### src/rtl/stream_mux_rr.sv
// stream_mux_rr: N-channel valid/ready stream mux with a registered output, fixed-index or round-robin select; define MUX_BEAT_CNT_EN to add the beat_cnt output
module stream_mux_rr #(
    parameter int DATA_W = 32,
    parameter int N_CH = 4,
    localparam int SEL_W = $clog2(N_CH)
) (
    input  logic                   clk,
    input  logic                   rst,
    input  logic                   mode,
    input  logic [SEL_W-1:0]       sel,
    input  logic [N_CH-1:0]        in_valid,
    input  logic [N_CH*DATA_W-1:0] in_data,
    output logic [N_CH-1:0]        in_ready,
    output logic                   out_valid,
    output logic [DATA_W-1:0]      out_data,
    output logic [SEL_W-1:0]       out_ch,
`ifdef MUX_BEAT_CNT_EN
    output logic [31:0]            beat_cnt,
`endif
    input  logic                   out_ready
);
    localparam int NP = 1 << SEL_W;
    logic [NP-1:0] vld_x;
    logic [SEL_W-1:0] rr_ptr, rr_gnt, gnt, k;
    logic rr_hit, hit, load_en, xfer;
    // zero-extended so an index >= N_CH reads as "not valid" and never grants
    assign vld_x = NP'(in_valid);
    always_comb begin
        rr_gnt = '0;
        rr_hit = 1'b0;
        k = '0;
        for (int i = 0; i < N_CH; i++) begin
            k = SEL_W'((int'(rr_ptr) + i) % N_CH);
            if (!rr_hit && vld_x[k]) begin
                rr_gnt = k;
                rr_hit = 1'b1;
            end
        end
    end
    assign gnt = mode ? rr_gnt : sel;
    assign hit = mode ? rr_hit : vld_x[sel];
    assign load_en = !out_valid || out_ready;
    assign xfer = load_en && hit;
    assign in_ready = xfer ? N_CH'(1) << gnt : '0;
    always_ff @(posedge clk or posedge rst) begin
        if (rst) begin
            out_valid <= 1'b0;
            out_data <= '0;
            out_ch <= '0;
            rr_ptr <= '0;
        end else if (xfer) begin
            out_valid <= 1'b1;
            out_data <= in_data[int'(gnt)*DATA_W +: DATA_W];
            out_ch <= gnt;
            rr_ptr <= (gnt == SEL_W'(N_CH - 1)) ? '0 : gnt + SEL_W'(1);
        end else if (out_ready) begin
            out_valid <= 1'b0;
        end
    end
`ifdef MUX_BEAT_CNT_EN
    always_ff @(posedge clk or posedge rst) begin
        if (rst) beat_cnt <= '0;
        else if (out_valid && out_ready) beat_cnt <= beat_cnt + 32'd1;
    end
`endif
endmodule

### config.mk
export PLATFORM = sky130hd
export DESIGN_NAME = stream_mux_rr
export DESIGN_NICKNAME = d
export VERILOG_FILES = /design/src/rtl/stream_mux_rr.sv
export SDC_FILE = /design/constraint.sdc
export NUM_CORES = 1
export LEC_CHECK = 0
export CORE_ASPECT_RATIO = 1.75
export CORE_MARGIN = 5
export CORE_UTILIZATION = 39
export CTS_BUF_LIST = sky130_fd_sc_hd__clkbuf_2
export DETAILED_ROUTE_END_ITERATION = 6
export PLACE_DENSITY = 0.89
export SLEW_MARGIN = 20
export SYNTH_ARGS = -nofsm -noshare
export SYNTH_HDL_FRONTEND = slang
export SYNTH_SLANG_ARGS = --single-unit
### constraint.sdc
create_clock -name clk -period 3.4 [get_ports clk]
set_input_delay 0.51 -clock clk [delete_from_list [all_inputs] [get_ports clk]]
set_output_delay 0.51 -clock clk [all_outputs]
set_load 0.03 [all_outputs]
==> summary.md, run 1 <==
| Metric | Value |
|---|---|
| Status | complete, no violations |
| Worst hold slack | approximately 480 ps |
| Unrepaired setup endpoints after global routing | no |
| Hold_buf cts | 0 |
| Clock sinks | 37 |
| Final period utilization | 0.851 |
| Most common cell in the netlist | mux2i_1 |
| Num rows | 38 |
| EDFF count, synth | 0 |
| Core Util, Final | 0.699 |
| Setup_tns | 0 ps |
| Worst Setup Start Kind | input port |
| Avg WL per Cell | approximately 19 um |
| Placer's final routability congestion estimate | roughly 0.90 |
| Tmin final | about 2900 ps |
| IO buf count | approximately 180 |
| First-pass GRT wire length | about 14000 um |
| Final setup vio count | 0 |
| Drt initial violations | ~110 |
| Internal cell power | about 1300 uW |
| Yosys reg bits | 37 |
| Most used DFF post-synth | dfrtp_1 |
| Max cap viols | 0 |
| P_sw | about 880 uW |
| Area share of the leading cell type in the synthesized netlist | 0.369 |
| Antenna violations before repair | 0 |
| Fillcell total | 504 |
| Commonest cells post-synth | mux2i_1 (64), nor2_1 (39), dfrtp_1 (37), a221oi_2 (17), a221oi_1 (15) |
| Largest net degree at the start of global routing | 38 |
| IO Pins | about 180 |
| DR vias/cell | 5.25 |
| Vias in the first global route | approximately 2700 |
| Mean post-synth cell area | 11.2 um^2 |
| Worst path required time | 2890 ps |
| Post-CTS Resized | 0 |
| Final HPWL DP | 7190 um |
| Post-Syn Area | about 2500 um^2 |
| Hold Crit Class | in2async |
| Initial core utilization | 0.403 |
| Clock network power share | 0.129 |
| Largest delay share family, worst path | buffers and inverters |
| Leakage | approximately 0.0018 uW |
| TritonCTS clock tree | yes |
| Final WL | roughly 9000 um |
| Crit path capture type | primary output |
| Synthesized Nets | 361 |
| Overall die height | about 120 um |
| Design Power | around 2200 uW |
| Tot GR Track Use | 0.216 |
| Asr flop ratio synth | 1.00 |
| Peak VDD IR | about 0.26 mV |
| Combinational Power Share | 0.569 |
| Die width | about 70 um |
| Cts bufs inserted | 5 |
| Crit path max fanout | 6 |
| Most area-consuming cells after synthesis | dfrtp_1 (37%), mux2i_1 (26%), a221oi_2 (10%) |
| Clk buf depth | 2 |
| H-Tree Depth | 2 |
| First-pass DRT Iterations | 4 |
| Synth cell types | 35 |
| Crit path DAT | 2380 ps |
| Later-pin clock latency in the skew report | approximately 380 ps |
| Routed Antenna Nets | 0 |
| Cell Pwr Density | 494 nW/um^2 |
| Total global routing overflow | 0 |
| Slew @ Worst Pin | ~640 ps |
| Mapped Cells | between 200 and 250 |
| Clock-pin slew on the worst setup and hold paths | 220 ps |
| Sw frac | 0.407 |
| Skew final | ~22 ps |
| DR vias | 2498 |
| Net count, final | 533 |
| Largest area contributor in the netlist | dfrtp_1 |
| Post-CTS setup buffer count | 0 |
| Count of yosys warnings during synthesis | 0 |
| Seq/Total Area, Yosys | 0.369 |
| DRC Markers | 0 |
| Max frequency | 0.346 GHz |
| Final Slew Violations | 0 |
| Cells along the critical path | clkdlybuf4s50_1, nor3b_1, a211oi_2, a22o_4, or3_1, nor2_1, buf_4 |
| Crit path largest cell delay | roughly 600 ps |
| Relative slew slack | 0.570 |
| Layout cells sized above 1 | 0.114 |
| Diodes inserted | 0 |
| Kind of critical path | in2out |
| Core area | slightly above 6000 um^2 |
| Flop pwr share | 0.302 |
| Hold Fails Final Rpt | 0 |
| Worst Path Buf+Inv | 2 |
| Die area | 8200 um^2 |
| Synth-to-layout area growth | 73.8% |
| Root buf cell | clkbuf_2 |
| Crit-path slowest cell | clkdlybuf4s50_1 |
-- logic make-up (layout without fill, tap and decap cells) --
group,count (synthesis),count (layout),synth area share
buffers and inverters,22,195,0.0684
XOR/XNOR,1,1,0.00349
AND/OR/NAND/NOR,50,50,0.0863
AO/OA/AOI/OAI,47,47,0.202
multiplexers,66,66,0.270
flip-flops,37,37,0.369
-- flip-flops by register name, summed over array words and instances (netlist names) --
signal,cells
rr_ptr,2
out_ch,2
out_data,32
out_valid,1
-- power groups by stage --
stage	registers (uW)	logic [uW]	clock network, uW
global route	666	1300	302
CTS	648	1240	288
finish	649	1220	278
global placement	648	1210	0
floorplan	896	488	0
detailed placement	657	1230	0
-- area by class of cell --
class / instances / area [um^2] / area share
flip-flops and latches: 37 / 926 / 0.213
clock buffers: 5 / 25.0 / 0.00574
inverters: 4 / 15.0 / 0.00345
well taps: 80 / 100 / 0.0230
clock inverters: 3 / 41.3 / 0.00948
repair buffers: 183 / 1820 / 0.417
multi-input cells: 164 / 1430 / 0.329
-- layer usage --
| metal | GRT usage | up-vias | wire [um] |
|---|---|---|---|
| li1 | - | 1193 | - |
| met3 | 0.0660 | 23 | 632 |
| met1 | 0.220 | 1164 | 3010 |
| met4 | 0.0878 | 0 | 293 |
| met5 | 0 | - | 0 |
| met2 | 0.406 | 118 | 5040 |
-- path summary, 6_finish.rpt --
check	startpoint	depth (start not counted)	slack, ps	to
worst max-delay path	in_valid[2]	7	510	in_ready[2]
worst min-delay path	rst	2	480	out_data[19]$_DFFE_PP0P_
worst max register to register	rr_ptr[1]$_DFFE_PP0P_	6	1050	out_data[10]$_DFFE_PP0P_
worst min register to register	out_ch[1]$_DFFE_PP0P_	2	530	out_ch[1]$_DFFE_PP0P_
max in group asynchronous	rst	3	2170	out_data[3]$_DFFE_PP0P_
min in group clk	out_ch[1]$_DFFE_PP0P_	2	530	out_ch[1]$_DFFE_PP0P_
-- metrics by stage --
step	setup slack, ps	cell area [um^2]	instances
after floorplan	858	2510	223
after global routing	436	4360	476
after CTS	520	4360	476
final	506	4360	476
after detailed placement	467	4290	468
after global placement	555	4290	468
-- layout by cell type (no fill, tap or decap) --
cell / instances
clkdlybuf4s50_1: 172
mux2i_1: 64
nor2_1: 38
dfrtp_1: 37
a221oi_2: 17
a221oi_1: 15
buf_4: 10
clkbuf_2: 5
inv_1: 3
nor2b_1: 3
o21bai_1: 2
a21oi_1: 2
o21a_1: 2
and3_1: 2
inv_2: 1
a32oi_1: 1
mux2_4: 1
nor3b_1: 1
a211oi_2: 1
a22o_4: 1
mux4_2: 1
o41a_1: 1
a21oi_2: 1
nand2_1: 1
o21ai_0: 1
o221ai_1: 1
nor3_2: 1
o221a_2: 1
nor3_4: 1
nor2_2: 1
or3_1: 1
o21ai_1: 1
xnor2_1: 1
nand2b_1: 1
clkinvlp_4: 1
clkinv_1: 1
bufinv_16: 1
buf_12: 1
Power figures use the tool's default switching activity.
==> run 2, diff against run 1 <==
--- a/config.mk
+++ b/config.mk
@@ -6,10 +6,11 @@
 export NUM_CORES = 1
 export LEC_CHECK = 0
 export CORE_ASPECT_RATIO = 1.75
-export CORE_MARGIN = 5
+export CORE_MARGIN = 2
 export CORE_UTILIZATION = 39
 export CTS_BUF_LIST = sky130_fd_sc_hd__clkbuf_2
 export DETAILED_ROUTE_END_ITERATION = 6
+export GPL_ROUTABILITY_DRIVEN = 0
 export PLACE_DENSITY = 0.89
 export SLEW_MARGIN = 20
 export SYNTH_ARGS = -nofsm -noshare
==> run 2 against run 1 <==
  * Hold slack better by 1.8 ps
  * Via count is 2.2% higher
  * Global-route usage grew 2.6 points
  * Sequential share of layout area barely moved
  * Clock-buffer cell count up 1
  * Final area about the same
  * Non-clock buffer count fell by 1
  * Critical path depth stayed put
  * Setup slack worse by 140 ps
  * Sequential cell count stayed put
  * Power about the same
  * Register-to-register slack got worse by 40 ps
  * Critical path type unchanged
==> summary.md, run 2 (same netlist as run 1, synthesis figures left out) <==
| Metric | Value |
|---|---|
| Register name with the most flops | out_data |
| Overall die height | 110 um |
| Fillcell total | 480 |
| Final HPWL DP | about 6700 um |
| Clk buf depth | 2 |
| Routed Antenna Nets | 0 |
| Final period utilization | 0.894 |
| Max reg flops | 32 |
| Tmin final | approximately 3000 ps |
| IO buf count | 176 |
| Relative slew slack | 0.507 |
| First-pass DRT Iterations | 4 |
| Commonest non-fill, non-tap cells in the layout | clkdlybuf4s50_1 (172), mux2i_1 (64), nor2_1 (38) |
| Crit path capture type | primary output |
| Hold_buf cts | 0 |
| Skew final | 22.8 ps |
| Status | complete, no violations |
| Hold Crit Class | in2async |
| DR vias | 2554 |
| Largest net degree at the start of global routing | 51 |
| Avg WL per Cell | around 18 um |
| Post-CTS setup buffer count | 0 |
| Clock sinks | 37 |
| Final setup vio count | 0 |
| Setup_tns | 0 ps |
| Worst path required time | between 2000 and 3000 ps |
| Die area | a little over 7000 um^2 |
| Drt initial violations | about 170 |
| Antenna violations before repair | 0 |
| Cells along the critical path | clkdlybuf4s50_1, nor3b_1, a211oi_2, a22o_4, or3_1, nor2_1, buf_4 |
| Hold Fails Final Rpt | 0 |
| Slew @ Worst Pin | about 740 ps |
| Worst Setup Start Kind | input port |
| Final Slew Violations | 0 |
| Net count, final | approximately 530 |
| Layout cells sized above 1 | 0.114 |
| DRC Markers | 0 |
| Initial core utilization | 0.403 |
| Max cap viols | 0 |
| Diodes inserted | 0 |
| First-pass GRT wire length | roughly 13000 um |
| Most common cell after layout, fill and taps aside | clkdlybuf4s50_1 |
| Area after DPL | between 4000 and 5000 um^2 |
| Num rows | 38 |
| Later-pin clock latency in the skew report | between 300 and 400 ps |
| TritonCTS clock tree | yes |
| Peak VDD IR | between 0.3 and 0.4 mV |
| Vias in the first global route | ~2700 |
| Kind of critical path | in2out |
| Worst hold slack | 478 ps |
| Core area | approximately 6200 um^2 |
| Unrepaired setup endpoints after global routing | no |
| Cts bufs inserted | 5 |
| Leakage | between 0.0015 and 0.002 uW |
| Crit-path slowest cell | clkdlybuf4s50_1 |
| Crit path largest cell delay | between 500 and 600 ps |
| Total global routing overflow | 0 |
| Max frequency | approximately 0.33 GHz |
| Die width | roughly 65 um |
| Post-layout instance area | ~4400 um^2 |
| Clock-pin slew on the worst setup and hold paths | about 200 ps |
| Crit path max fanout | 19 |
| Synth-to-layout area growth | 73.6% |
| Root buf cell | clkbuf_2 |
| IO Pins | around 180 |
| Regs by FF count | out_data (32), out_ch (2), rr_ptr (2) |
| Final WL | 8630 um |
| Crit path DAT | roughly 2500 ps |
| H-Tree Depth | 2 |
| Tot GR Track Use | 0.242 |
| DR vias/cell | 5.38 |
| Post-CTS Resized | 0 |
| Cell Pwr Density | 495 nW/um^2 |
| Core Util, Final | 0.699 |
==> run 2: cell count changes in the layout (fill, tap and decap cells not counted) <==
| cell | previous run | this run |
|---|---|---|
| buf_4 | 10 | 9 |
| clkbuf_2 | 5 | 6 |
| clkinvlp_4 | 1 | 0 |
| inv_1 | 3 | 2 |
| inv_2 | 1 | 2 |
| nor3_2 | 1 | 0 |
| nor3_4 | 1 | 2 |
==> run 2: final cells by class <==
class / instances / area (um^2) / share of cell area
Clock buffer: 6 / 30.0 / 0.00690
Clock inverter: 2 / 33.8 / 0.00776
Inverter: 4 / 15.0 / 0.00345
Multi-Input combinational cell: 164 / 1440 / 0.331
Sequential cell: 37 / 926 / 0.213
Tap cell: 80 / 100 / 0.0230
Timing Repair Buffer: 182 / 1810 / 0.416
==> run 2: per-layer routing <==
| metal | wire (um) | GRT usage | vias to the layer above |
|---|---|---|---|
| li1 | - | - | 1198 |
| met1 | 2960 | 0.247 | 1250 |
| met2 | 5050 | 0.475 | 96 |
| met3 | 435 | 0.0508 | 10 |
| met4 | 176 | 0.0851 | 0 |
| met5 | 0 | 0 | - |
==> run 2: per-stage QoR <==
step           total power, uW  instances  worst slack [ps]
6_report                  2150        475               361
5_1_grt                   2260        475               206
4_1_cts                   2160        475               388
3_5_place_dp              1890        467              38.0
3_3_place_gp              1860        467               216
2_1_floorplan             1380        223               858
==> run 2: final timing paths <==
check | start | end | slack [ps] | cells after the start
worst max register to register | rr_ptr[1]$_DFFE_PP0P_ | out_data[20]$_DFFE_PP0P_ | 1010 | 6
worst max-delay path | in_valid[2] | in_ready[2] | 360 | 7
worst min-delay path | rst | out_data[6]$_DFFE_PP0P_ | 480 | 2
min in group clk | out_ch[1]$_DFFE_PP0P_ | out_ch[1]$_DFFE_PP0P_ | 520 | 2
worst min register to register | out_ch[1]$_DFFE_PP0P_ | out_ch[1]$_DFFE_PP0P_ | 520 | 2
max in group asynchronous | rst | out_data[28]$_DFFE_PP0P_ | 2360 | 3
==> run 2: critical path: cells and delay by family <==
kind                   cells  cell delay [ps]
AO/OA/AOI/OAI              2              420
AND/OR/NAND/NOR            3              830
buffers and inverters      2              770
==> run 2: report_power, final <==
| part | total [uW] | switching, uW | leakage [uW] | internal (uW) |
|---|---|---|---|---|
| Sequential | 647 | 79.5 | 0.000406 | 568 |
| Combinational | 1230 | 647 | 0.00133 | 586 |
| Clock | 274 | 148 | 0.0000406 | 126 |
| Total | 2150 | 874 | 0.00178 | 1280 |
==> run 3, diff against run 2 <==
--- a/config.mk
+++ b/config.mk
@@ -5,6 +5,7 @@
 export SDC_FILE = /design/constraint.sdc
 export NUM_CORES = 1
 export LEC_CHECK = 0
+export ABC_AREA = 0
 export CORE_ASPECT_RATIO = 1.75
 export CORE_MARGIN = 2
 export CORE_UTILIZATION = 39
==> results of run 3 <==
Final layout, timing and power as in run 2 (identical DEF).
==> edit 1: new RTL, settings of run 2 <==
Add a define of `MUX_BEAT_CNT_EN`.
--- a/src/rtl/stream_mux_rr.sv
+++ b/src/rtl/stream_mux_rr.sv
@@ -1,4 +1,6 @@
 // stream_mux_rr: N-channel valid/ready stream mux with a registered output, fixed-index or round-robin select; define MUX_BEAT_CNT_EN to add the beat_cnt output
+`define MUX_BEAT_CNT_EN
+
 module stream_mux_rr #(
     parameter int DATA_W = 32,
     parameter int N_CH = 4,
Function (old outputs only; new: beat_cnt): kept (Yosys induction, for registers that start in step).
==> edit 1 against run 2 <==
Sequential share of layout area is 4.6 points higher. Clock skew about the same. Synthesized area grew 78%. Clock power grew 99%. Routed wire length grew 64%. Register-to-register slack better by 90 ps. Cell area grew 53%. Final cell count rose by 62%. Setup slack lost 110 ps. Sequential cell count increased by 32. Die area up 73%. Power increased by 49%.
==> edit 1: results (changes against run 2) <==
Placement
  • Post-Place Cells: 753 (+61%)
  • Worst slack, placed: 1.47 ps (-36.5 ps)
  • Placed cell area: 0.00655 mm^2 (+53%)
  • Hpwl dp: 10200 um (+52%)
  • # port buffers: 208 (+18%)

Final layout
  • Layout Nets: 771 (+45%)
  • Share of cells above drive strength 1: 10.4% (-1.0 points)
  • Top Registers: beat_cnt (32), out_data (32)

Drt
  • Via/cell ratio: 5.85 (+8.8%)
  • Number of DRC markers in iteration 0: 221 (+28%)
  • TritonRoute pass-1 iters: 5 (+1)
  • Drt wl/cell: 18.4 um (+1.2%)
  • Routed vias: 4506 (+76%)

Clock tree
  • Worst skew pair latency: 530 ps (+150 ps)
  • Postcts setup bufs: 0 (unchanged)
  • H-tree depth: 3 (+1)
  • Total CTS buffers: 9 (+4)

Critical path
  • End of the critical path: in_ready[1]
  • CP arrival: 2640 ps (+110 ps)
  • Crit path max fanout: 9 (-10)
  • Crit. Startpoint: in_valid[1]
  • RR Startpoint: rr_ptr[0]
  • Setup CP Type: input port to output pin
  • Worst reg2reg endpoint: out_data[23]

Yosys
  • Post-synthesis sequential area ratio: 38.7% (+1.8 points)
  • Top cells by area, synth: dfrtp_1 (39%), a32oi_1 (13%), and2_1 (9.4%)
  • Mux contribution to synthesized area: 1.07% (-26 points)
  • Syn_nets: 582 (+61%)
  • Synth top area share: 38.7% (+1.8 points)
  • Synth cell types: 50 (+43%)
  • Compound-cell area share of the yosys netlist: 26.2% (+6.0 points)
  • Synth Area in XOR/XNOR: 6.09% (+5.7 points)
  • Commonest cells post-synth: dfrtp_1 (69), and2_1 (67), a32oi_1 (64), nand2_1 (52), o221ai_2 (26)
  • Synth Area in Adders: 0.281% (+0.28 points)
  • Cell count after synthesis: 443 (+99%)

STA
  • Fin Clk Skew: 22.6 ps (-0.116 ps)
  • Minimum clock period: 3150 ps (+115 ps)
  • Worst rel slew slack: 52.7% (+2.0 points)
  • WHS: 363 ps (-114 ps)

Run status
  • Status: completed

Global routing
  • Antenna violations before repair: 1 (+1)
  • Vias in the first global route: 4677 (+72%)
  • Largest net degree at the start of global routing: 70 (+37%)
  • First-pass GRT wire length: 22600 um (+72%)
  • Total Routing Usage GR: 22.7% (-1.5 points)

Power
  • Worst vdd ir: 0.000320 V (-6.7%)
  • LEAKAGE: 2.64 nW (+48%)
==> edit 1: changes by cell type in the layout (fill, tap and decap cells not counted), sizes merged, moves of 32 or more <==
cell	delta
a32oi	+63
mux2i	-63
nand2	+51
and2	+67
dfrtp	+32
clkdlybuf4s50	+32
==> edit 1: kinds of logic after synthesis <==
family	after synthesis
DFF	69
buffers and inverters	45
muxes	3
adders and majority gates	1
xor gates and xnor gates	31
AOI/OAI and AO/OA	116
and+or+nand+nor	178
==> edit 1: worst min path at each step <==
stage,end,cells after the start
after detailed placement,beat_cnt[31],1
final,beat_cnt[15],3
after CTS,out_valid,3
after global placement,beat_cnt[31],1
after global routing,rr_ptr[1],3
after floorplan,rr_ptr[0],2
==> edit 1: final cells by class <==
cell class | instances | area [um^2]
Antenna cell | 1 | 2.50
Clock buffer | 11 | 55.1
Clock inverter | 5 | 75.1
Fill cell | 928 | 4490
Inverter | 4 | 15.0
Multi-Input combinational cell | 329 | 2470
Sequential cell | 69 | 1730
Tap cell | 132 | 165
Timing Repair Buffer | 219 | 2170
==> edit 1: layer usage <==
layer	track usage, %	up-vias	wire length, um
li1	-	2059	-
met1	24.3	2176	5230
met2	40.6	238	7430
met3	5.28	33	1010
met4	11.7	0	491
met5	0	-	0
==> edit 1: where the power goes <==
| part | internal (mW) | switching (mW) | total, mW | leakage, nW |
|---|---|---|---|---|
| Combinational | 0.693 | 0.839 | 1.53 | 1.67 |
| Sequential | 0.988 | 0.136 | 1.12 | 0.883 |
| Clock | 0.246 | 0.299 | 0.545 | 0.0857 |
| Total | 1.93 | 1.27 | 3.20 | 2.64 |
==> edit 1: critical path, cell delays in order <==
cell	delay, ps
clkdlybuf4s50_1	630
a21boi_1	220
a2bb2oi_1	240
a31oi_1	210
a21o_4	290
nor2_1	110
dlygate4sd2_1	430
==> edit 2: new RTL, config.mk and constraints of run 2 <==
Made on the original files. Add an input register stage for `mode`; this delays it by one clock. The other inputs are not delayed to match.
--- a/src/rtl/stream_mux_rr.sv
+++ b/src/rtl/stream_mux_rr.sv
@@ -20,6 +20,13 @@
     input  logic                   out_ready
 );
     localparam int NP = 1 << SEL_W;
+
+    logic mode_q;
+
+    always_ff @(posedge clk) begin
+        mode_q <= mode;
+    end
+
     logic [NP-1:0] vld_x;
     logic [SEL_W-1:0] rr_ptr, rr_gnt, gnt, k;
     logic rr_hit, hit, load_en, xfer;
@@ -37,8 +44,8 @@
             end
         end
     end
-    assign gnt = mode ? rr_gnt : sel;
-    assign hit = mode ? rr_hit : vld_x[sel];
+    assign gnt = mode_q ? rr_gnt : sel;
+    assign hit = mode_q ? rr_hit : vld_x[sel];
     assign load_en = !out_valid || out_ready;
     assign xfer = load_en && hit;
     assign in_ready = xfer ? N_CH'(1) << gnt : '0;
Function: changed (Yosys sat finds a counterexample within 4 cycles, from zero or initial values and one cycle with rst high).
==> edit 2 against run 2 <==
Final cell count rose by 0.21%. Sequential cell count grew 1. First-iteration DRC count decreased by 30%. Power is 3.1% lower. Cell area down 0.23%. Critical path depth is the same. Count of clock-buffer cells in the layout is the same. Synthesized area grew 0.80%. Setup slack worse by 21 ps. Routed wire length is 2.9% lower. Utilization fell by 0.16 points. Largest power group unchanged.
==> edit 2: results (changes against run 2) <==
Run status
  • Status: completed

Global routing
  • Total Routing Usage GR: 23.8% (-0.37 points)
  • Largest net degree at the start of global routing: 53 (+3.9%)
  • Antenna violations before repair: 0 (unchanged)
  • Vias in the first global route: 2730 (+0.11%)
  • First-pass GRT wire length: 13400 um (+1.5%)

Yosys
  • Syn_nets: 362 (+0.28%)
  • Synth Area in Adders: 0% (unchanged)
  • YS warnings: 0 (unchanged)
  • Synth Area in XOR/XNOR: 0.347% (-0.0028 points)
  • Most common flop cell mapped by yosys: dfrtp_1
  • Syn Area/Cell: 11.3 um^2 (+0.35%)
  • Post-synthesis sequential area ratio: 37.4% (+0.50 points)
  • Mux contribution to synthesized area: 26.8% (-0.21 points)
  • Top cells by area, synth: dfrtp_1 (37%), mux2i_1 (25%), a221oi_2 (10%)
  • Ys async rst share: 97.4% (-2.6 points)
  • Synth cell types: 36 (+2.9%)
  • Compound-cell area share of the yosys netlist: 20.0% (-0.16 points)
  • Commonest cells post-synth: mux2i_1 (64), nor2_1 (39), dfrtp_1 (37), a221oi_2 (17), a221oi_1 (15)

Power
  • LEAKAGE: 1.77 nW (-0.17%)
  • Seq pwr share: 31.9% (+1.8 points)
  • Worst vdd ir: 0.000331 V (-3.4%)
  • Sw frac: 41.6% (+1.0 points)
  • Sequential power: 0.665 mW (+3%)
  • Clk pwr share: 9.6% (-3.1 points)

Critical path
  • RR Startpoint: rr_ptr[1]
  • Worst reg2reg endpoint: out_data[12]
  • Crit path max fanout: 17 (-2)
  • FF-to-FF setup slack: 960 ps (-50 ps)
  • End of the critical path: in_ready[0]
  • CP arrival: 2550 ps (+20 ps)
  • R2R cell count: 6 (unchanged)
  • Crit. Startpoint: in_valid[2]

Clock tree
  • CTS root buf: clkbuf_2
  • Clk buf depth: 2 (unchanged)
  • Worst skew pair latency: 380 ps (about the same)
  • H-tree depth: 2 (unchanged)
  • Worst-path clk slew: 200 ps (about the same)
  • # resized after CTS: 0 (unchanged)
  • Postcts setup bufs: 0 (unchanged)
  • Total CTS buffers: 5 (unchanged)

Final layout
  • Share of cells above drive strength 1: 11.4% (-0.029 points)
  • Antenna diodes: 0 (unchanged)
  • Number of fillers in the final layout: 499 (+4.0%)
  • Top Registers: out_data (32), out_ch (2), rr_ptr (2)
  • Layout Nets: 533 (+0.19%)

Worst hold path
  • Worst hold-check path type: input port to asynchronous set/reset pin

Placement
  • Post-Place Cells: 468 (+0.21%)
  • # port buffers: 176 (unchanged)
  • Hpwl dp: 6630 um (-1.3%)

Drt
  • Via/cell ratio: 5.30 (-1.4%)
  • Drt wl/cell: 17.6 um (-3.1%)
  • Remaining routing DRC violations: 0 (unchanged)
  • Number of DRC markers in iteration 0: 120 (-30%)
  • Post-route ant nets: 0 (unchanged)
  • TritonRoute pass-1 iters: 4 (unchanged)
  • Final WL: 8370 um (-2.9%)

STA
  • Fin Clk Skew: 20.5 ps (-2.24 ps)
  • Worst rel slew slack: 39.7% (-11 points)
[edit 2: cell count changes after synthesis, sizes merged]
cell,run 2,this run
dfxtp,0,1
[edit 2: kinds of logic (layout without fill, tap and decap cells)]
kind of cell              after synthesis  after routing
AOI/OAI and AO/OA                      47             47
xor gates and xnor gates                1              1
buffers and inverters                  22            194
DFF                                    38             38
muxes                                  66             66
and+or+nand+nor                        50             50
[edit 2: cell type report]
class | count | area, um^2 | area share [%]
Tap cell | 80 | 100 | 2.30
Multi-Input combinational cell | 164 | 1430 | 33.0
Clock buffer | 6 | 30.0 | 0.691
Inverter | 4 | 15.0 | 0.346
Timing Repair Buffer | 182 | 1810 | 41.7
Sequential cell | 38 | 946 | 21.8
Clock inverter | 2 | 10.0 | 0.230
[edit 2: worst min-delay path by stage]
stage,start,to,slack [ps],depth (start not counted)
detailed placement,out_ch[1],out_ch[1],500,2
global route,mode,mode_q,520,1
finish,rst,out_data[11],500,2
CTS,mode,mode_q,520,1
floorplan,mode,mode_q,540,0
global placement,out_ch[1],out_ch[1],480,2
[edit 2: per-layer routing]
layer	track usage, %	up-vias	wire length, um	share of wire, %
met2	46.0	110	4760	57
met3	5.09	16	507	6.1
li1	-	1194	-	-
met1	23.4	1203	2830	34
met4	9.50	0	272	3.2
met5	0	-	0	0
[edit 2: worst max-delay path, cell delays in order]
cell             delay [ps]
clkdlybuf4s50_1         580
nor3b_1                 290
a211oi_2                 80
a22o_4                  340
or3_1                   400
nor2_1                  170
buf_4                   190
[edit 2: per-stage QoR]
stage                     instance area, um^2  setup slack [ps]
final                                    4340               340
after CTS                                4340               382
after global placement                   4300               486
after global routing                     4340               272
after detailed placement                 4300               396
after floorplan                          2530               858
